===== src/rtl/axi_sram_slave.sv =====
// AXI3 slave that serves one read or write burst at a time from a synchronous
// single-port SRAM; FIXED and INCR bursts (WRAP treated as INCR), 32-bit beats.
module axi_sram_slave #(
  parameter int unsigned MEM_AW = 12,
  parameter int unsigned ID_W   = 4
) (
  input  logic              aclk,
  input  logic              aresetn,
  input  logic [ID_W-1:0]   arid,
  input  logic [31:0]       araddr,
  input  logic [7:0]        arlen,
  input  logic [2:0]        arsize,
  input  logic [1:0]        arburst,
  input  logic [1:0]        arlock,
  input  logic [3:0]        arcache,
  input  logic [2:0]        arprot,
  input  logic              arvalid,
  output logic              arready,
  output logic [ID_W-1:0]   rid,
  output logic [31:0]       rdata,
  output logic [1:0]        rresp,
  output logic              rlast,
  output logic              rvalid,
  input  logic              rready,
  input  logic [ID_W-1:0]   awid,
  input  logic [31:0]       awaddr,
  input  logic [7:0]        awlen,
  input  logic [2:0]        awsize,
  input  logic [1:0]        awburst,
  input  logic [1:0]        awlock,
  input  logic [3:0]        awcache,
  input  logic [2:0]        awprot,
  input  logic              awvalid,
  output logic              awready,
  input  logic [ID_W-1:0]   wid,
  input  logic [31:0]       wdata,
  input  logic [3:0]        wstrb,
  input  logic              wlast,
  input  logic              wvalid,
  output logic              wready,
  output logic [ID_W-1:0]   bid,
  output logic [1:0]        bresp,
  output logic              bvalid,
  input  logic              bready,
  output logic              ram_en,
  output logic [3:0]        ram_we,
  output logic [MEM_AW-1:0] ram_addr,
  output logic [31:0]       ram_wdata,
  input  logic [31:0]       ram_rdata
);

  localparam logic [1:0] BURST_FIXED = 2'b00;
  localparam logic [1:0] RESP_OKAY   = 2'b00;
  localparam logic [1:0] RESP_SLVERR = 2'b10;

  typedef enum logic [2:0] {INIT, IDLE, RD_ISSUE, RD_DATA, WR_DATA, WR_RESP} state_t;

  state_t            state_q, state_d;
  logic [MEM_AW-1:0] addr_q, addr_next;
  logic [7:0]        len_q, count_q;
  logic [1:0]        burst_q;
  logic [ID_W-1:0]   id_q;
  logic              err_q;
  logic [31:0]       rdata_q;
  logic              rd_first_q;
  logic              ar_hs, aw_hs, r_hs, w_hs, beat_last;

  // Sideband fields and byte-offset address bits carry no meaning for this memory.
  logic unused_ok;
  assign unused_ok = ^{arsize, arlock, arcache, arprot, awsize, awlock, awcache, awprot, wid,
                       araddr[31:MEM_AW+2], araddr[1:0], awaddr[31:MEM_AW+2], awaddr[1:0]};

  assign ar_hs     = (state_q == IDLE) && arvalid;
  assign aw_hs     = (state_q == IDLE) && awvalid && !arvalid;
  assign r_hs      = (state_q == RD_DATA) && rready;
  assign w_hs      = (state_q == WR_DATA) && wvalid;
  assign beat_last = (count_q == len_q);
  assign addr_next = (burst_q == BURST_FIXED) ? addr_q : addr_q + MEM_AW'(1);
  assign rid       = id_q;
  assign bid       = id_q;
  assign rresp     = RESP_OKAY;

  always_ff @(posedge aclk or negedge aresetn) begin
    if (!aresetn) begin
      state_q    <= INIT;
      addr_q     <= '0;
      len_q      <= '0;
      count_q    <= '0;
      burst_q    <= '0;
      id_q       <= '0;
      err_q      <= 1'b0;
      rdata_q    <= '0;
      rd_first_q <= 1'b0;
    end else begin
      state_q    <= state_d;
      rd_first_q <= (state_q == RD_ISSUE);
      if (state_q == RD_DATA) rdata_q <= rdata;
      if (ar_hs) begin
        id_q    <= arid;
        addr_q  <= araddr[MEM_AW+1:2];
        len_q   <= arlen;
        burst_q <= arburst;
        count_q <= '0;
      end else if (aw_hs) begin
        id_q    <= awid;
        addr_q  <= awaddr[MEM_AW+1:2];
        len_q   <= awlen;
        burst_q <= awburst;
        count_q <= '0;
        err_q   <= 1'b0;
      end
      if ((r_hs || w_hs) && !beat_last) begin
        count_q <= count_q + 8'd1;
        addr_q  <= addr_next;
      end
      // wlast must coincide exactly with the beat count reaching len
      if (w_hs && (wlast != beat_last)) err_q <= 1'b1;
    end
  end

  // Next state and handshake/SRAM strobes; SRAM data is live on the first data cycle, held after.
  always_comb begin
    state_d   = state_q;
    arready   = 1'b0;
    awready   = 1'b0;
    wready    = 1'b0;
    rvalid    = 1'b0;
    rlast     = 1'b0;
    bvalid    = 1'b0;
    bresp     = RESP_OKAY;
    ram_en    = 1'b0;
    ram_we    = 4'b0000;
    ram_addr  = addr_q;
    ram_wdata = wdata;
    rdata     = rd_first_q ? ram_rdata : rdata_q;
    case (state_q)
      INIT: state_d = IDLE;
      IDLE: begin
        arready = 1'b1;
        awready = !arvalid;
        if (arvalid)      state_d = RD_ISSUE;
        else if (awvalid) state_d = WR_DATA;
      end
      RD_ISSUE: begin
        ram_en  = 1'b1;
        state_d = RD_DATA;
      end
      RD_DATA: begin
        rvalid = 1'b1;
        rlast  = beat_last;
        if (rready) state_d = beat_last ? IDLE : RD_ISSUE;
      end
      WR_DATA: begin
        wready = 1'b1;
        if (wvalid) begin
          ram_en = 1'b1;
          ram_we = wstrb;
          if (beat_last) state_d = WR_RESP;
        end
      end
      WR_RESP: begin
        bvalid = 1'b1;
        bresp  = err_q ? RESP_SLVERR : RESP_OKAY;
        if (bready) state_d = IDLE;
      end
      default: state_d = INIT;
    endcase
  end

endmodule


===== config.mk =====
export PLATFORM = sky130hd
export DESIGN_NAME = axi_sram_slave
export DESIGN_NICKNAME = d
export VERILOG_FILES = /design/src/rtl/axi_sram_slave.sv
export SDC_FILE = /design/constraint.sdc
export NUM_CORES = 1
export LEC_CHECK = 0
export ABC_AREA = 1
export BUFFER_PORTS_ARGS = -buffer_cell sky130_fd_sc_hd__buf_4
export CAP_MARGIN = 20
export CORE_AREA = 2 2 114 116
export CTS_CLUSTER_SIZE = 12
export DETAILED_ROUTE_END_ITERATION = 8
export DIE_AREA = 0 0 116 118
export PLACE_DENSITY = 0.72
export SLEW_MARGIN = 20
export SYNTH_ARGS = -nofsm -noshare
export SYNTH_HDL_FRONTEND = slang
export SYNTH_SLANG_ARGS = --single-unit

===== constraint.sdc =====
create_clock -name aclk -period 2 [get_ports aclk]
set_input_delay 0.4 -clock aclk [delete_from_list [all_inputs] [get_ports aclk]]
set_output_delay 0.4 -clock aclk [all_outputs]
set_load 0.005 [all_outputs]

==> results_dict.tcl, run 1 <==
set metrics [dict create \
    timing.max_slew.rel_slack_pct 66.5 \
    synth_cell_types 29 \
    finalWeightedCongestion 0.860 \
    total_switching_power_mw 3.03 \
    syn_avg_cell_area_sq_um 7.24 \
    postRouteWirelength_um 11100 \
    leakage_power_nw 3.06 \
    whs_endpoint "len_q[4]" \
    tritoncts_clock_tree "yes" \
    power.share.sequential_pct 31.1 \
    routed_wire_length_per_instance_um 12.2 \
    synth_edf_count 0 \
    cp_slowest_cell "dfrtp_2" \
    worstPathMaxFanout 4 \
    timing_max_transition_violations_final 0 \
    globalRoute.totalOverflow 0 \
    dominantRegCellSynth "dfrtp_1" \
    drtIter0Drc 160 \
    seqCellArea_sq_mm 0.00178 \
    antenna_cells_inserted 0 \
    clock_skew_ps 7.70 \
    ctsLongestPathBuffers 2 \
    grt_max_degree 66 \
    detail_route.vias_per_cell 4.57 \
    hold_path.startpoint "arlen[4]" \
    final_layout_size_suffix_gt1_share_pct 30.0 \
    finalCritPeriodShare_pct 96.2 \
    fillerInstances 1278 \
    insertion_delay_to_the_later_sink_of_the_worst_skew_pair_ps 330 \
    cp.depth 7 \
    dpl-instance-area_sq_mm 0.00555 \
    setup_ws_ps 76.8 \
    timing.critical_path.required_ps 1600 \
    clkSlewWorstSetupHoldPaths_ps 60 \
    kind_of_cell_adding_the_most_delay_to_the_critical_path "flip-flops" \
    regToRegSetupSlack_ps 170 \
    min_path_cells 3 \
    crit_path_frequent_cell "buf_4" \
    groute.usage.overall_pct 16.1 \
    port_buffers 159 \
    critPathCaptureType "primary output" \
    net_switching_fraction_of_the_power_pct 38.1 \
    synth_warnings 0 \
    detailroute.via_count 4168 \
    h_tree_lvl_count 3 \
    finalPower_mw 7.95 \
    starting_utilization_of_the_core_area_pct 35.5 \
    detail_route.drc_violations 0 \
    cap_viol_max_count 0 \
    internal_power_mw 4.92 \
    worstPathCellList "xnor2_1, nand2_1, nor2_2, buf_4, nand3_2, inv_1, buf_4" \
    yosys-top-cells-area "dfrtp_1 40%, nand2_1 16%, o21ai_0 7.8%, buf_4 7.0%, inv_1 5.4%" \
    stdcell_area_sq_mm 0.00594 \
    worst_slew_pin_slew_ps 498 \
    worstSetupStartpointType "flop" \
    core_region_area_sq_mm 0.0124 \
    timing.final.hold_violations 0 \
    worstReg2RegStart "state_q[2]" \
    clock_sink_count 71 \
    timing.critical_path.buf_inv 3 \
    crit-reg2reg-capture "ram_addr[5]" \
    post-synth-top-area-cell "dfrtp_1" \
    cts_made_buffers 9 \
    run_status "complete, no violations" \
    worstRegToRegCells 9 \
    die_h_um 118 \
    firstDrtPassIters 4 \
    grt_pass1_vias 3813 \
    design.die.area_sq_mm 0.0137 \
    cp_slowest_stage_delay_ps 430 \
    clock-root-buffer "clkbuf_16" \
    maximum_vdd_drop_v 0.000556 \
    dpl.hpwl_um 8100 \
    seq_area_frac_synth_pct 40.3 \
    placement_rows 41 \
    cp_data_arrival_time_ps 1520 \
    post-synth-top-area-fraction_pct 40.3 \
    finish.net_count 934 \
    combinationalPowerShare_pct 48.9 \
    worstHoldPathType "input pin to flop" \
    area_growth_from_synthesis_to_layout_pct 34.9 \
    number_of_synthesized_register_bits 71 \
    pwr-share-clk_pct 20.0 \
    powerDensity_mw_per_mm2 1340 \
    ios 295 \
    setup_violations 0 \
    pre_cts_ws_ps 200 \
    timing.setup.critical_path_class "flop to primary output" \
    grt_antenna_before_repair 0 \
    grt_pass1_wl_um 17600 \
    synthCells 609 \
    die_width_um 116 \
    multi_input_comb_area_sq_mm 0.00196 \
    syn-cell-area_sq_mm 0.00441 \
    detail-route-antenna-nets 0 \
    max_clock_freq_mhz 520 \
    period_minus_slack_ps 1920 \
    synthArstFlopShare_pct 100 \
]
-- kinds of logic after synthesis --
logic type	count (synthesis)	share of synthesized area (%)
buffers and inverters	138	15.9
DFF	71	40.3
xor gates and xnor gates	15	2.98
muxes	14	3.18
AOI/OAI and AO/OA	101	11.8
adders and majority gates	2	0.568
other	1	0.0851
and+or+nand+nor	267	25.2
-- registers in the layout (all words and copies together) (netlist names) --
register    flops
err_q           1
rdata_q        32
bid             4
state_q         3
burst_q         2
count_q         8
ram_addr       12
rd_first_q      1
len_q           8
-- tightest hold or removal path: stages --
cell	delay, ps
buf_4	80
mux2i_1	50
o21ai_1	100
-- final cells by class --
type                            count  area share (%)
Clock inverter                      3           0.716
Tap cell                          172            3.62
Timing Repair Buffer              180            23.9
Clock buffer                       13            4.21
Sequential cell                    71            30.0
Inverter                           72            4.55
Multi-Input combinational cell    402            33.0
-- what timing repair did --
item                                    in CTS  in global routing
hold buffers                                 1                  0
endpoints found under the setup margin       1                 38
pin swaps                                    0                  3
hold endpoints to repair                    19                  0
gates resized for setup                      2                  9
cloned                                       0                  1
buffers inserted                             0                  6
-- synthesized netlist by cell type (all sizes together), types with 2 or more instances --
| cell type | instances |
|---|---|
| nor2 | 16 |
| clkbuf | 13 |
| nand2 | 195 |
| xnor2 | 7 |
| inv | 72 |
| nand3 | 46 |
| xor2 | 8 |
| ha | 2 |
| o21ai | 88 |
| nor3 | 7 |
| a21oi | 4 |
| buf | 53 |
| mux2i | 14 |
| dfrtp | 71 |
| o22ai | 6 |
| a31oi | 2 |
-- metrics by stage --
stage	utilization [%]	TNS, ps	std cells	hold WS (ps)
after global placement	44.7	0	889	309
after global routing	47.9	-23.3	913	356
after floorplan	-	0	611	104
after CTS	47.1	0	906	330
final	47.9	0	913	340
after detailed placement	44.7	0	889	313
-- power by group through the flow --
stage / clock network [mW] / registers (mW) / logic (mW)
2_1_floorplan: 0 / 2.40 / 2.30
5_1_grt: 1.70 / 2.56 / 4.42
3_5_place_dp: 0 / 2.50 / 3.80
3_3_place_gp: 0 / 2.49 / 3.75
4_1_cts: 1.63 / 2.48 / 3.83
6_report: 1.59 / 2.48 / 3.89
-- worst max path at each step --
stage | start | end | slack [ps]
after global routing | count_q[4] | rlast | -20
after global placement | count_q[4] | ram_addr[9] | 200
after floorplan | count_q[3] | ram_addr[3] | 450
final | count_q[3] | rlast | 80
after CTS | rd_first_q | rdata[23] | 5
after detailed placement | count_q[4] | ram_addr[9] | 200
-- placed cells by master (no fill, tap or decap) --
cell type      instances
buf_12                 4
inv_2                  9
nor3_4                 1
dfrtp_2                4
dlygate4sd3_1          1
clkinvlp_4             1
xor2_1                 8
o21ai_2                2
bufinv_16              1
clkbuf_1               3
o22ai_1                6
clkinv_2               1
o21ai_0               68
o21bai_1               1
nor2_1                10
nor3_1                 6
nand3_1               45
clkbuf_8               1
clkbuf_16             10
o21ai_1               18
conb_1                 3
nor2_4                 1
dfrtp_1               67
nand3_2                1
buf_4                174
nand4_1                1
xnor2_1                7
a21oi_1                4
nand2_1              189
mux2i_1               14
or2_2                  1
nor2_2                 5
nand2_2                6
a31oi_1                2
ha_1                   2
inv_1                 63
nor3b_1                1
-- layer usage --
layer  up-vias  GRT usage, %  wire length [um]
met5         -             0                 0
met4         0          6.18               194
met3        16          3.55               785
met2       154          26.9              5270
met1      1846          20.0              4880
li1       2152             -                 -
Note: power is estimated with default switching activity, not from simulation.
==> run 2: changes to the inputs <==
--- a/config.mk
+++ b/config.mk
@@ -5,14 +5,14 @@
 export SDC_FILE = /design/constraint.sdc
 export NUM_CORES = 1
 export LEC_CHECK = 0
-export ABC_AREA = 1
 export BUFFER_PORTS_ARGS = -buffer_cell sky130_fd_sc_hd__buf_4
 export CAP_MARGIN = 20
 export CORE_AREA = 2 2 114 116
 export CTS_CLUSTER_SIZE = 12
 export DETAILED_ROUTE_END_ITERATION = 8
 export DIE_AREA = 0 0 116 118
-export PLACE_DENSITY = 0.72
+export GPL_TIMING_DRIVEN = 0
+export PLACE_DENSITY = 0.71
 export SLEW_MARGIN = 20
 export SYNTH_ARGS = -nofsm -noshare
 export SYNTH_HDL_FRONTEND = slang
==> results_dict.tcl, run 2 <==
set metrics [dict create \
    run_status "complete, no violations" \
    grt_antenna_before_repair 0 \
    timing.max_slew.rel_slack_pct 39.8 \
    groute.usage.overall_pct 16.7 \
    worstPathMaxFanout 2 \
    worstPathCellList "xor2_1, nor4_4, and3_1, buf_4" \
    yosys-top-cells-count "155 x nand2_1, 71 x dfrtp_1, 40 x buf_4" \
    most_common_cell_after_layout_fill_and_taps_aside "buf_4" \
    worstHoldPathType "input pin to asynchronous set/reset pin" \
    detail_route.drc_violations 0 \
    setup_violations 0 \
    max_clock_freq_mhz 516 \
    dpl-instance-area_sq_mm 0.00595 \
    cap_viol_max_count 0 \
    ios 295 \
    final_core_util_pct 51.1 \
    clkSlewWorstSetupHoldPaths_ps 60 \
    dominantRegCellSynth "dfrtp_1" \
    timing.setup.critical_path_class "flop to primary output" \
    finalPower_mw 8.58 \
    grt_pass1_vias 3951 \
    detail-route-antenna-nets 0 \
    cts_made_buffers 9 \
    design.die.area_sq_mm 0.0137 \
    synthCells 496 \
    synthArstFlopShare_pct 100 \
    maximum_vdd_drop_v 0.000642 \
    port_buffers 191 \
    post-synth-top-area-fraction_pct 41.3 \
    worst_slew_pin_slew_ps 903 \
    cp_slowest_stage_delay_ps 400 \
    finalCritPeriodShare_pct 97.0 \
    ctsLongestPathBuffers 2 \
    worstSetupStartpointType "flop" \
    globalRoute.totalOverflow 0 \
    dpl.hpwl_um 9250 \
    setup_ws_ps 60.5 \
    placement_rows 41 \
    pre_cts_ws_ps -53.9 \
    detail_route.vias_per_cell 4.68 \
    synth_cell_types 56 \
    die_width_um 116 \
    hold_ws_ps 179 \
    largest_register_ffs 32 \
    synth.most_common_cell "nand2_1" \
    rsz0062_at_grt "true" \
    finalWeightedCongestion 0.832 \
    seq_area_frac_synth_pct 41.3 \
    post-synth-top-area-cell "dfrtp_1" \
    firstDrtPassIters 5 \
    synth_edf_count 0 \
    grt_pass1_wl_um 18400 \
    finish.net_count 905 \
    drtIter0Drc 162 \
    period_minus_slack_ps 1940 \
    postCtsHoldBufs 0 \
    die_h_um 118 \
    leakage_power_nw 3.28 \
    synth_warnings 0 \
    stdcell_area_sq_mm 0.00634 \
    fillerInstances 1215 \
    critPathCaptureType "primary output" \
    yosys-top-cells-area "dfrtp_1 41%, nand2_1 14%, mux2_2 9.2%, buf_4 7.0%, a31oi_1 3.1%" \
    core_region_area_sq_mm 0.0124 \
    h_tree_lvl_count 3 \
    final_layout_size_suffix_gt1_share_pct 45.5 \
    mostFrequentLayoutCells "244 x buf_4, 155 x nand2_1, 69 x dfrtp_1" \
    cp_data_arrival_time_ps 1540 \
    starting_utilization_of_the_core_area_pct 34.6 \
    area_growth_from_synthesis_to_layout_pct 47.6 \
    postRouteWirelength_um 11800 \
    syn-cell-area_sq_mm 0.00430 \
    syn_avg_cell_area_sq_um 8.67 \
    grt_max_degree 72 \
    timing.final.hold_violations 0 \
    insertion_delay_to_the_later_sink_of_the_worst_skew_pair_ps 330 \
    tritoncts_clock_tree "yes" \
    number_of_synthesized_register_bits 71 \
    powerDensity_mw_per_mm2 1350 \
    clock_skew_ps 5.65 \
    cp_slowest_cell "dfrtp_1" \
    clock_sink_count 71 \
    timing.critical_path.required_ps 1600 \
    antenna_cells_inserted 0 \
    routed_wire_length_per_instance_um 13.4 \
    detailroute.via_count 4138 \
    registers.top_by_ff_count "rdata_q" \
    timing_max_transition_violations_final 0 \
    clock-root-buffer "clkbuf_16" \
]
run 2: stage by stage:
| step | setup TNS [ps] | instances |
|---|---|---|
| 2_1_floorplan | 0 | 498 |
| 6_report | 0 | 884 |
| 4_1_cts | 0 | 879 |
| 3_5_place_dp | -270 | 861 |
| 3_3_place_gp | -47.8 | 861 |
| 5_1_grt | -28.1 | 884 |
run 2: cells by family after synthesis:
logic type | after synthesis | share of synthesized area (%)
XOR/XNOR | 10 | 2.04
buffers and inverters | 71 | 10.5
other | 1 | 0.0873
adder cells (fa/ha/maj) | 2 | 0.582
AO/OA/AOI/OAI | 68 | 10.6
AND/OR/NAND/NOR | 235 | 24.9
flip-flops | 71 | 41.3
multiplexers | 38 | 9.87
run 2: timing repair:
item	4_1_cts	5_1_grt
hold endpoints to repair	0	0
pin swaps	2	2
setup endpoints to repair	34	42
setup buffers	3	5
gates resized for setup	9	10
run 2: final timing paths:
path,start,end,slack [ps],cells past startpoint
worst min-delay path,aresetn,rdata_q[0],180,1
min in group aclk,arburst[1],burst_q[1],330,3
worst max register to register,state_q[1],ram_addr[1],80,7
max in group asynchronous,aresetn,state_q[2],1170,1
worst max-delay path,count_q[0],rlast,60,4
worst min register to register,rdata_q[12],rdata_q[12],470,2
run 2: layout make-up:
class | count | area, sq um | share of cell area, %
buffer | 63 | 445 | 7.02
clock buffer | 10 | 239 | 3.77
clock inverter | 6 | 60.1 | 0.947
inverter | 7 | 30.0 | 0.473
multi-input combinational | 356 | 2080 | 32.8
sequential | 71 | 1780 | 28.0
tap | 172 | 215 | 3.39
timing repair buffer | 199 | 1490 | 23.6
run 2: routing by layer:
metal / wire, um / up-vias / track usage, % / share of wire (%)
met3: 897 / 13 / 2.83 / 7.6
met1: 4960 / 1876 / 20.3 / 42
li1: - / 2058 / - / -
met5: 0 / - / 0 / 0
met4: 220 / 0 / 7.66 / 1.9
met2: 5740 / 191 / 28.7 / 49
run 2: report_power, final:
part           switching (mW)  total (mW)  internal [mW]
logic                    2.16        4.45           2.29
clock network           0.597        1.59          0.991
registers               0.485        2.55           2.06
total                    3.24        8.58           5.34
run 2: worst max-delay path: cells and delay by family, from the launching register on:
| kind | cells | cell delay [ps] |
|---|---|---|
| flops | 1 | 400 |
| xor+xnor | 1 | 170 |
| simple gates | 2 | 520 |
| buf+inv | 1 | 110 |
==> run 3: changes to the inputs <==
--- a/config.mk
+++ b/config.mk
@@ -5,6 +5,7 @@
 export SDC_FILE = /design/constraint.sdc
 export NUM_CORES = 1
 export LEC_CHECK = 0
+export ABC_AREA = 1
 export BUFFER_PORTS_ARGS = -buffer_cell sky130_fd_sc_hd__buf_4
 export CAP_MARGIN = 20
 export CORE_AREA = 2 2 114 116
@@ -12,7 +13,7 @@
 export DETAILED_ROUTE_END_ITERATION = 8
 export DIE_AREA = 0 0 116 118
 export GPL_TIMING_DRIVEN = 0
-export PLACE_DENSITY = 0.71
+export PLACE_DENSITY = 0.72
 export SLEW_MARGIN = 20
 export SYNTH_ARGS = -nofsm -noshare
 export SYNTH_HDL_FRONTEND = slang
==> results_dict.tcl, run 3 (same netlist as run 1, synthesis figures left out) <==
set metrics [dict create \
    run_status "complete, no violations" \
    worstSetupStartpointType "flop" \
    tritoncts_clock_tree "yes" \
    detailroute.via_count 4476 \
    port_buffers 191 \
    timing_max_transition_violations_final 0 \
    detail_route.vias_per_cell 4.51 \
    area_growth_from_synthesis_to_layout_pct 46.7 \
    h_tree_lvl_count 3 \
    fin_cells 993 \
    detail-route-antenna-nets 0 \
    cp_slowest_cell "dfrtp_2" \
    finalPower_mw 8.29 \
    clock_sink_count 71 \
    finish.net_count 1014 \
    ctsLongestPathBuffers 2 \
    dpl-instance-area_sq_mm 0.00606 \
    clock-root-buffer "clkbuf_16" \
    finalWeightedCongestion 0.859 \
    powerDensity_mw_per_mm2 1280 \
    crit_path_frequent_cell "nand2_1" \
    fillerInstances 1237 \
    worst_slew_pin_slew_ps 919 \
    placement_rows 41 \
    timing.final.hold_violations 0 \
    cp_slowest_stage_delay_ps 430 \
    finalCritPeriodShare_pct 96.0 \
    most_common_cell_after_layout_fill_and_taps_aside "buf_4" \
    drtIter0Drc 222 \
    period_minus_slack_ps 1920 \
    registers.top_by_ff_count "rdata_q" \
    stdcell_area_sq_mm 0.00646 \
    final_core_util_pct 52.1 \
    timing.setup.critical_path_class "flop to primary output" \
    clock_skew_ps 6.39 \
    fin_setup_tns_ps 0 \
    insertion_delay_to_the_later_sink_of_the_worst_skew_pair_ps 320 \
    maximum_vdd_drop_v 0.000519 \
    cap_viol_max_count 0 \
    mostFrequentLayoutCells "237 x buf_4, 188 x nand2_1, 69 x o21ai_0" \
    cts_made_buffers 9 \
    firstDrtPassIters 5 \
    cp_data_arrival_time_ps 1520 \
    globalRoute.totalOverflow 0 \
    antenna_cells_inserted 0 \
    kind_of_cell_adding_the_most_delay_to_the_critical_path "simple AND/OR/NAND/NOR gates" \
    routed_wire_length_per_instance_um 12.5 \
    design.die.area_sq_mm 0.0137 \
    clkSlewWorstSetupHoldPaths_ps 60 \
    ios 295 \
    groute.usage.overall_pct 18.7 \
    dpl.hpwl_um 9660 \
    worstRegToRegCells 12 \
    final_layout_size_suffix_gt1_share_pct 36.2 \
    largest_register_ffs 32 \
    timing.critical_path.required_ps 1600 \
    place_inst 974 \
    starting_utilization_of_the_core_area_pct 35.5 \
    die_h_um 118 \
    timing.max_slew.rel_slack_pct 38.7 \
    postRouteWirelength_um 12400 \
    crit-reg2reg-capture "ram_addr[5]" \
    die_width_um 116 \
    critPathCaptureType "primary output" \
    core_region_area_sq_mm 0.0124 \
    grt_antenna_before_repair 0 \
    worstPathCellList "inv_2, nand2_1, nand2_1, nand2_1, nor2_4, nand3_2, inv_1, buf_4" \
    worstPathMaxFanout 4 \
    regToRegSetupSlack_ps 230 \
    max_clock_freq_mhz 521 \
    grt_pass1_vias 4434 \
    worstHoldPathType "input pin to asynchronous set/reset pin" \
    worstReg2RegStart "count_q[4]" \
    timing.critical_path.buf_inv 3 \
    grt_pass1_wl_um 20600 \
    grt_max_degree 72 \
    detail_route.drc_violations 0 \
    postCtsHoldBufs 0 \
    setup_violations 0 \
    leakage_power_nw 3.43 \
]
[run 3: cell count changes in the layout (fill, tap and decap cells not counted), moves of 17 or more]
cell and delta:
o21ai_0 +66, inv_1 +58, mux2_2 -35, nand2_1 +33, nand3_1 +31, a31oi_1 -19
o21ai_1 +17
[run 3: worst max-delay path by stage]
stage | start | to | slack (ps) | depth (start not counted)
floorplan | count_q[3] | ram_addr[3] | 450 | 10
global placement | state_q[0] | rvalid | 50 | 7
detailed placement | state_q[0] | rvalid | 60 | 7
CTS | count_q[4] | rlast | 30 | 8
global route | count_q[4] | rlast | -30 | 8
finish | count_q[4] | rlast | 80 | 8
[run 3: metrics by stage]
step | setup slack (ps) | hold WS, ps
6_report | 80.7 | 199
5_1_grt | -31.6 | 267
4_1_cts | 25.7 | 252
3_5_place_dp | 64.2 | 475
3_3_place_gp | 48.6 | 470
2_1_floorplan | 450 | 104
[run 3: final cells by class]
class                   instances  area (sq um)  area share [%]
multi-input cells             402          1960            30.4
flip-flops and latches         71          1780            27.6
repair buffers                196          1470            22.8
plain buffers                  64           438            6.78
inverters                      72           270            4.18
clock buffers                  11           243            3.76
well taps                     172           215            3.33
clock inverters                 5          81.3            1.26
[run 3: layer usage]
layer | part of all wire (%) | vias to the layer above | GRT usage (%)
li1 | - | 2306 | -
met3 | 7.8 | 8 | 5.15
met2 | 48 | 176 | 31.0
met5 | 0 | - | 0
met4 | 1.0 | 0 | 4.84
met1 | 43 | 1986 | 23.8
[run 3: power breakdown]
part	total [mW]	switching, mW	internal, mW	leakage (nW)
logic	4.09	2.15	1.94	2.38
registers	2.49	0.417	2.07	0.887
clock network	1.72	0.591	1.13	0.156
[run 3: timing repair]
item	CTS	global route
buffers inserted	0	5
endpoints found under the setup margin	34	35
pin swaps	0	2
gates resized for setup	8	12
